`src/rtl/branch_predictor_pkg.sv`:
```
// rtl/branch_predictor_pkg.sv - shared constants and helpers for the branch predictor
//
// Purpose : 2-bit BHT state encoding, branch opcode and reset state.
// Ports   : none (package).

package branch_predictor_pkg;

    // 2-bit saturating counter states; bit 1 is the taken prediction.
    typedef enum logic [1:0] {
        SNT = 2'b00,
        WNT = 2'b01,
        WT  = 2'b10,
        ST  = 2'b11
    } bht_state_e;

    // Opcode bits [6:2] of a conditional branch (BRANCH major opcode).
    localparam logic [4:0] OP_BRANCH = 5'b11000;

    // Every BHT entry starts weakly not-taken so a single taken outcome flips it.
    localparam bht_state_e BHT_RST_VAL = WNT;

    function automatic logic pred_of(input logic [1:0] cnt);
        return cnt[1];
    endfunction

endpackage

```
`src/rtl/branch_predictor_sat_ctr2.sv`:
```
// rtl/branch_predictor_sat_ctr2.sv - 2-bit saturating up/down counter update function
//
// Purpose : next-state function for one BHT entry.
// Ports   : cnt_i  current 2-bit state
//           inc_i  1 = branch taken (count up), 0 = not taken (count down)
//           cnt_o  next state, saturating at 00 and 11

module sat_ctr2
    import branch_predictor_pkg::*;
(
    input  logic [1:0] cnt_i,
    input  logic       inc_i,
    output logic [1:0] cnt_o
);

    always_comb begin
        cnt_o = cnt_i;
        if (inc_i) begin
            if (cnt_i != ST) begin
                cnt_o = cnt_i + 2'd1;
            end
        end else begin
            if (cnt_i != SNT) begin
                cnt_o = cnt_i - 2'd1;
            end
        end
    end

endmodule

```
`src/rtl/branch_predictor.sv`:
```
// rtl/branch_predictor.sv - bimodal branch predictor with EX-stage misprediction recovery
//
// Purpose : IF-stage lookup of a tagless 2-bit counter BHT, EX-stage update,
//           redirect/flush generation and a saturating misprediction counter.
// Ports   : clk, rst               clock, synchronous active-high reset
//           if_pc, if_pred_taken   fetch lookup (combinational)
//           ex_valid, ex_op_code,
//           ex_pc, ex_pred_taken,
//           ex_taken, ex_target    resolved branch from the branch unit
//           mispredict, flush,
//           redirect_pc            same-cycle fetch steering
//           mispredict_count       saturating statistics counter

module branch_predictor
    import branch_predictor_pkg::*;
#(
    parameter int IDX_W = 4,
    parameter int CNT_W = 16
) (
    input  logic             clk,
    input  logic             rst,
    input  logic [31:0]      if_pc,
    output logic             if_pred_taken,
    input  logic             ex_valid,
    input  logic [4:0]       ex_op_code,
    input  logic [31:0]      ex_pc,
    input  logic             ex_pred_taken,
    input  logic             ex_taken,
    input  logic [31:0]      ex_target,
    output logic             mispredict,
    output logic [31:0]      redirect_pc,
    output logic             flush,
    output logic [CNT_W-1:0] mispredict_count
);

    localparam int               DEPTH   = 1 << IDX_W;
    localparam logic [CNT_W-1:0] CNT_ONE = {{(CNT_W-1){1'b0}}, 1'b1};
    localparam logic [CNT_W-1:0] CNT_MAX = {CNT_W{1'b1}};

    logic [1:0]       bht_q [DEPTH];
    logic [1:0]       bht_d [DEPTH];
    logic [CNT_W-1:0] cnt_q;
    logic [CNT_W-1:0] cnt_d;

    logic [IDX_W-1:0] if_idx;
    logic [IDX_W-1:0] ex_idx;
    logic             br_ev;
    logic [1:0]       ex_cur;
    logic [1:0]       ex_upd;

    // The byte offset and the high PC bits do not select an entry (no tag).
    logic unused_if_pc_bits;
    assign unused_if_pc_bits = ^{if_pc[31:IDX_W+2], if_pc[1:0]};

    assign if_idx = if_pc[IDX_W+1:2];
    assign ex_idx = ex_pc[IDX_W+1:2];

    // Reads the registered table only: a same-cycle update of this index is
    // not forwarded, the new value appears after the edge.
    assign if_pred_taken = pred_of(bht_q[if_idx]);

    // Gating with rst discards any branch sitting in EX during reset.
    assign br_ev  = ex_valid & (ex_op_code == OP_BRANCH) & ~rst;
    assign ex_cur = bht_q[ex_idx];

    sat_ctr2 u_sat_ctr2 (
        .cnt_i (ex_cur),
        .inc_i (ex_taken),
        .cnt_o (ex_upd)
    );

    always_comb begin
        mispredict  = br_ev & (ex_taken != ex_pred_taken);
        flush       = mispredict;
        // Wraps modulo 2^32, so 0xFFFFFFFC + 4 redirects to 0.
        redirect_pc = ex_taken ? ex_target : (ex_pc + 32'd4);
    end

    always_comb begin
        bht_d = bht_q;
        if (br_ev) begin
            bht_d[ex_idx] = ex_upd;
        end
    end

    always_comb begin
        cnt_d = cnt_q;
        if (mispredict && (cnt_q != CNT_MAX)) begin
            cnt_d = cnt_q + CNT_ONE;
        end
    end

    assign mispredict_count = cnt_q;

    always_ff @(posedge clk) begin
        if (rst) begin
            for (int i = 0; i < DEPTH; i++) begin
                bht_q[i] <= BHT_RST_VAL;
            end
            cnt_q <= '0;
        end else begin
            bht_q <= bht_d;
            cnt_q <= cnt_d;
        end
    end

endmodule

```
`config.mk`:
```
export PLATFORM = sky130hd
export DESIGN_NAME = branch_predictor
export DESIGN_NICKNAME = d
export VERILOG_FILES = /design/src/rtl/branch_predictor_pkg.sv /design/src/rtl/branch_predictor_sat_ctr2.sv /design/src/rtl/branch_predictor.sv
export SDC_FILE = /design/constraint.sdc
export NUM_CORES = 1
export LEC_CHECK = 0
export ABC_AREA = 1
export ABC_CLOCK_PERIOD_IN_PS = 2260
export BUFFER_PORTS_ARGS = -buffer_cell sky130_fd_sc_hd__buf_4
export CAP_MARGIN = 20
export CORE_UTILIZATION = 30
export DETAILED_ROUTE_END_ITERATION = 10
export SLEW_MARGIN = 0
export SYNTH_ARGS = -nofsm -noshare
export SYNTH_HDL_FRONTEND = slang
export SYNTH_SLANG_ARGS = --single-unit
```
`constraint.sdc`:
```
create_clock -name clk -period 2.26 [get_ports clk]
set_clock_uncertainty 0.2 [all_clocks]
set_input_delay 0.226 -clock clk [delete_from_list [all_inputs] [get_ports clk]]
set_output_delay 0.226 -clock clk [all_outputs]
set_load 0.03 [all_outputs]
```
==> results of run 1 <==
cell usage after synthesis, types with 2 or more instances:
library cell,count
nand3_1,45
nand4_1,9
nor2_2,8
buf_2,3
ha_1,5
nand3b_1,2
inv_2,4
nor2_1,61
nand3_4,2
clkbuf_1,12
buf_4,3
a21oi_1,55
nor3_1,11
nor4_1,4
buf_6,6
xnor2_1,11
inv_1,99
o31ai_1,2
nand2_1,277
xor2_1,14
dfxtp_1,48
nor2_4,3
o21ai_0,22
nand2_2,4
a31oi_1,5
how the worst max path moves through the flow:
stage                            endpoint
after CTS                 redirect_pc[24]
final                     redirect_pc[26]
after global routing      redirect_pc[26]
after floorplan           redirect_pc[20]
after global placement          bht_q[14]
after detailed placement        bht_q[12]
report_power, final:
part           internal (mW)  switching [mW]
logic                  0.241           0.372
clock network          0.440           0.326
registers              0.846        0.000308
kinds of logic after synthesis:
family	after synthesis	synth area share [%]
and+or+nand+nor	430	44.76
AOI/OAI and AO/OA	88	11.34
adders and majority gates	5	1.536
buffers and inverters	128	13.39
DFF	48	23.59
xor gates and xnor gates	25	5.376
worst max-delay path, delay by kind of cell:
| kind | cells | cell delay [ns] |
|---|---|---|
| AND/OR/NAND/NOR | 6 | 0.75 |
| buffers and inverters | 4 | 0.40 |
| AO/OA/AOI/OAI | 1 | 0.17 |
| adder cells (fa/ha/maj) | 1 | 0.16 |
what timing repair did:
action                     CTS  global route
setup endpoints to repair    0             8
gates resized for setup      0            10
buffers inserted             0             3
state kept, by name, indices dropped and copies added (netlist names):
name and flops:
mispredict_count 16, bht_q 32
per-layer routing:
metal	vias up	track usage, %	routed length (µm)
li1	2526	-	-
met2	145	32.65	5901
met5	-	0	0
met4	0	3.877	154
met3	12	3.378	907
met1	2085	24.68	6118
through the flow:
| stage | cells | instance area [µm²] | setup WS, ns | TNS (ns) |
|---|---|---|---|---|
| final | 1037 | 5500 | 0.1269 | 0 |
| after global routing | 1037 | 5500 | -0.009358 | -0.009358 |
| after CTS | 1034 | 5435 | 0.02375 | 0 |
| after detailed placement | 1026 | 5281 | 0.02452 | 0 |
| after global placement | 1026 | 5281 | 0.03669 | 0 |
| after floorplan | 724 | 4073 | 0.008431 | 0 |
final cells by class:
type | instances | area (µm²) | area share [%]
sequential | 48 | 960.9 | 17.47
inverter | 104 | 395.4 | 7.188
tap | 176 | 220.2 | 4.004
timing repair buffer | 153 | 1169 | 21.25
clock inverter | 2 | 15.01 | 0.2730
multi-input combinational | 548 | 2601 | 47.29
clock buffer | 6 | 138.9 | 2.525
==> summary.md, run 1 <==
| Metric | Value |
|---|---|
| Synthesis-to-finish area growth | `35.05%` |
| Starting Density | `30.75%` |
| Core Box Area | `0.01324 mm²` |
| Seq/Total Area, Yosys | `23.59%` |
| Diodes inserted | `0` |
| CTS Buf Count | `5` |
| RePlAce Congestion | `0.8967` |
| Die ar. | `0.01405 mm²` |
| Slew HR | `46.53%` |
| Fmax | `468.8 MHz` |
| Yosys top cell by area | `nand2_1` |
| WL final | `13.08 mm` |
| Critical R2R Launch | `mispredict_count[0]` |
| Worst-path fanout max | `3` |
| Worst-path clk slew | `0.06 ns` |
| Status | `finished clean` |
| Max Cap Violations | `0` |
| Distinct cells, synth | `34` |
| Cell Rows | `42` |
| Via density | `4.598` |
| Yosys warns | `0` |
| Root buf cell | `clkbuf_16` |
| Crit-path slowest cell | `or2_0` |
| Vias in the first global route | `4562` |
| Chip Width | `118.5 µm` |
| Worst vdd ir | `0.0002941 V` |
| CTS tree | `done` |
| Most frequent cells in the layout | `276 x nand2_1, 150 x buf_4, 98 x inv_1` |
| Overall power | `2.227 mW` |
| Clk_lat worst skew | `0.29 ns` |
| Synth async-reset ratio | `0%` |
| Share of cells above drive strength 1 | `22.30%` |
| Worst hold path startpoint | `bht_q[2]` |
| Number of synthesized flops with an enable pin | `0` |
| Hold WS | `0.2694 ns` |
| Nets | `971` |
| DR WL/cell | `12.62 µm` |
| Post-layout util | `41.53%` |
| # H-tree levels | `2` |
| Iter 0 DRT Violations | `305` |
| Yosys reg bits | `48` |
| Max-slew violations | `0` |
| Kind of critical path | `input port to output pin` |
| DRC | `0` |
| Hold-fix buffers, CTS | `0` |
| Dominant synthesized flop cell | `dfxtp_1` |
| IO Pins | `157` |
| Largest net degree at the start of global routing | `43` |
| Syn_area_per_cell | `5.625 µm²` |
| # clock sinks | `48` |
| Worst Setup End Kind | `output pin` |
| Clock buffer depth | `2` |
| Final ANT Viol Nets | `0` |
| Vias | `4768` |
| Fin crit period | `2.133 ns` |
| Pwr dens | `404.8 mW/mm²` |
| Worst hold path class | `flip-flop to flip-flop` |
| Synthesized Nets | `835` |
| Synth top area cells | `nand2_1 26%, dfxtp_1 24%, inv_1 9.1%` |
| R2R Setup Slk | `0.30 ns` |
| CP startpoint | `ex_pc[2]` |
| Pre-antenna DRT Iters | `5` |
| Global-route usage over all layers | `18.97%` |
| Share of the synthesized area in the top cell type | `25.53%` |
| Commonest non-fill, non-tap cell in the layout | `nand2_1` |
| IO buf count | `128` |
| Die Ht | `118.5 µm` |
| Arr. time, crit path | `1.71 ns` |
| First-pass GRT wire length | `21.75 mm` |
| FF-to-FF path depth | `8` |
| Global route total overflow | `0` |
| Synth Cell Area | `0.004073 mm²` |
| Cells along the critical path | `buf_4 -> ha_4 -> inv_2 -> nor2_4 -> inv_2 -> nor2_4 -> nand2_2 -> nor2_2 -> nand2_1 -> or2_0 -> a31oi_1 -> buf_4` |
| Actual slew at the worst max-slew pin | `0.8019 ns` |
| # setup viols final | `0` |
| Gate Count Post-Synth | `724` |
| Max stage delay on crit path | `0.23 ns` |
| Hpwl dp | `9.997 mm` |
| CP Launch Type | `input port` |
| Hold path depth | `2` |
| Lkg Pwr | `2.815 nW` |
| Fill count | `1463` |
| Worst Hold Path EP | `bht_q[2]` |
| Period utilization | `94.38%` |
| CP required | `1.83 ns` |
| Hold Violations, Final | `0` |
| R2R Path End | `mispredict_count[2]` |
| Initial antenna violation count | `0` |
Power figures use the tool's default switching activity.
==> run 2: changes to the inputs <==
- CORE_ASPECT_RATIO: unset -> 0.8
- SYNTH_HIERARCHICAL: unset -> 1
==> summary.md, run 2 <==
| Metric | Value |
|---|---|
| First-pass GRT wire length | `19.32 mm` |
| Final ANT Viol Nets | `0` |
| Lkg Pwr | `2.599 nW` |
| # clock sinks | `48` |
| Worst-path fanout max | `7` |
| Global-route usage over all layers | `18.46%` |
| Most common cell in the netlist | `nand2_1` |
| Setup bufs post-CTS | `0` |
| Commonest non-fill, non-tap cell in the layout | `nand2_1` |
| Pwr dens | `415.5 mW/mm²` |
| Post-synth top cells | `273 x nand2_1, 132 x nor2_1, 62 x inv_1` |
| Synthesis-to-finish area growth | `35.30%` |
| Synthesized Nets | `816` |
| Bufs and invs on worst path | `3` |
| Chip Width | `128.6 µm` |
| Clock buffer depth | `2` |
| RePlAce Congestion | `0.8749` |
| Initial antenna violation count | `0` |
| Die Ht | `103.3 µm` |
| Cell Rows | `36` |
| DRC | `0` |
| Crit-path slowest cell | `or2_0` |
| Nets | `945` |
| Vias | `4596` |
| Fmax | `479.2 MHz` |
| Max-slew violations | `0` |
| Worst-path clk slew | `0.07 ns` |
| Clk_lat worst skew | `0.29 ns` |
| Share of the synthesized area in the top cell type | `26.64%` |
| Yosys top cell by area | `nand2_1` |
| Largest net degree at the start of global routing | `47` |
| Yosys reg bits | `48` |
| Gate Count Post-Synth | `705` |
| Top reg by flops | `bht_q` |
| Hpwl dp | `9.751 mm` |
| Actual slew at the worst max-slew pin | `0.5528 ns` |
| Slew HR | `63.10%` |
| Hold Violations, Final | `0` |
| Arr. time, crit path | `1.66 ns` |
| Synth Cell Area | `0.003846 mm²` |
| RSZ-0062 raised after global routing | `no` |
| Dominant synthesized flop cell | `dfxtp_1` |
| # setup viols final | `0` |
| Core Box Area | `0.01234 mm²` |
| Fin crit period | `2.087 ns` |
| CP required | `1.83 ns` |
| Distinct cells, synth | `26` |
| Vias in the first global route | `3967` |
| Global route total overflow | `0` |
| Crit path max-delay family | `simple AND/OR/NAND/NOR gates` |
| Max Cap Violations | `0` |
| Pre-antenna DRT Iters | `5` |
| CTS tree | `done` |
| Number of synthesized flops with an enable pin | `0` |
| Starting Density | `31.16%` |
| Kind of critical path | `input port to output pin` |
| Via density | `4.573` |
| Post-route setup TNS | `0 ns` |
| Hold WS | `0.2332 ns` |
| Fill count | `1351` |
| Worst Setup End Kind | `output pin` |
| WL final | `12.28 mm` |
| Die ar. | `0.01328 mm²` |
| Max stage delay on crit path | `0.21 ns` |
| Share of cells above drive strength 1 | `18.71%` |
| Status | `finished clean` |
| Most frequent cells in the layout | `273 x nand2_1, 144 x buf_4, 132 x nor2_1` |
| Iter 0 DRT Violations | `275` |
| Cells along the critical path | `buf_4 -> ha_1 -> inv_1 -> nor2_4 -> nand2_4 -> nor2_4 -> nand2_1 -> or2_0 -> a21oi_1 -> buf_4` |
| Synth async-reset ratio | `0%` |
| Seq/Total Area, Yosys | `24.98%` |
| Root buf cell | `clkbuf_16` |
| Worst vdd ir | `0.0002824 V` |
| Largest register FFs | `32` |
| CP Launch Type | `input port` |
| IO Pins | `157` |
| Post-cts resize count | `0` |
| Syn_area_per_cell | `5.456 µm²` |
| # H-tree levels | `2` |
| IO buf count | `128` |
| Period utilization | `92.33%` |
| Yosys warns | `6` |
| CTS Buf Count | `5` |
| Synth top area cells | `nand2_1 27%, dfxtp_1 25%, nor2_1 13%` |
| Worst hold path class | `input port to flip-flop` |
| Diodes inserted | `0` |
| DR WL/cell | `12.22 µm` |
[run 2: cell types whose count changed in the layout (fill, tap and decap cells not counted), moves of 10 or more]
cell / change
nor2_1: +73
inv_1: -36
a21oi_1: -30
o211ai_1: +21
o21ai_0: +17
nand3_1: -14
nor2_2: -10
[run 2: stage by stage]
stage / util, % / total power, mW / worst slack, ns / area, µm² / std cells
after floorplan: - / 1.171 / 0.07881 / 3846 / 705
after global placement: 40.97 / 1.450 / 0.003225 / 5056 / 997
after detailed placement: 40.97 / 1.449 / -0.01154 / 5056 / 997
after CTS: 42.16 / 2.181 / 0.1616 / 5204 / 1005
after global routing: 42.16 / 2.274 / 0.03308 / 5204 / 1005
final: 42.16 / 2.162 / 0.1734 / 5204 / 1005
[run 2: kinds of logic after synthesis]
family | count (synthesis) | share of synthesized area [%]
adder cells (fa/ha/maj) | 5 | 1.627
buffers and inverters | 87 | 8.881
XOR/XNOR | 13 | 2.960
AND/OR/NAND/NOR | 460 | 48.02
flip-flops | 48 | 24.98
AO/OA/AOI/OAI | 92 | 13.53
[run 2: cell type report]
| type | count | area (µm²) | area share [%] |
|---|---|---|---|
| clock buffers | 5 | 125.1 | 2.404 |
| clock inverters | 2 | 12.51 | 0.2404 |
| inverters | 63 | 236.5 | 4.544 |
| multi-input cells | 570 | 2544 | 48.88 |
| flip-flops and latches | 48 | 960.9 | 18.47 |
| well taps | 171 | 214.0 | 4.112 |
| repair buffers | 146 | 1111 | 21.35 |
[run 2: worst paths after layout]
kind              depth (start not counted)  slack (ns)     startpoint              end
setup / recovery                         10        0.17       ex_pc[3]  redirect_pc[20]
hold / removal                            6        0.23  ex_op_code[0]        bht_q[17]
setup reg to reg                         10        0.25       bht_q[5]        bht_q[12]
hold reg to reg                           2        0.28      bht_q[14]        bht_q[14]
[run 2: layer usage]
layer,vias up,routed length (µm),track usage [%]
met2,139,5140,27.32
li1,2478,-,-
met1,1968,6330,27.99
met4,0,110,3.982
met5,-,0,0
met3,11,695,2.623
[run 2: report_power, final]
| part | leakage (nW) | total, mW | internal (mW) | switching [mW] |
|---|---|---|---|---|
| clock | 0.0657 | 0.730 | 0.402 | 0.328 |
| combinational | 2.15 | 0.586 | 0.239 | 0.347 |
| sequential | 0.387 | 0.846 | 0.846 | 0.000462 |
| total | 2.60 | 2.16 | 1.49 | 0.675 |
[run 2: timing repair]
action / 4_1_cts / 5_1_grt
hold buffers: 1 / 0
setup endpoints to repair: 0 / 0
endpoints found under the hold margin: 2 / 0
[run 2: tightest hold or removal path, stage by stage]
cell	delay [ns]
buf_4	0.07
inv_1	0.04
nand2_1	0.05
nor2_1	0.06
nand4_1	0.14
a21oi_1	0.08
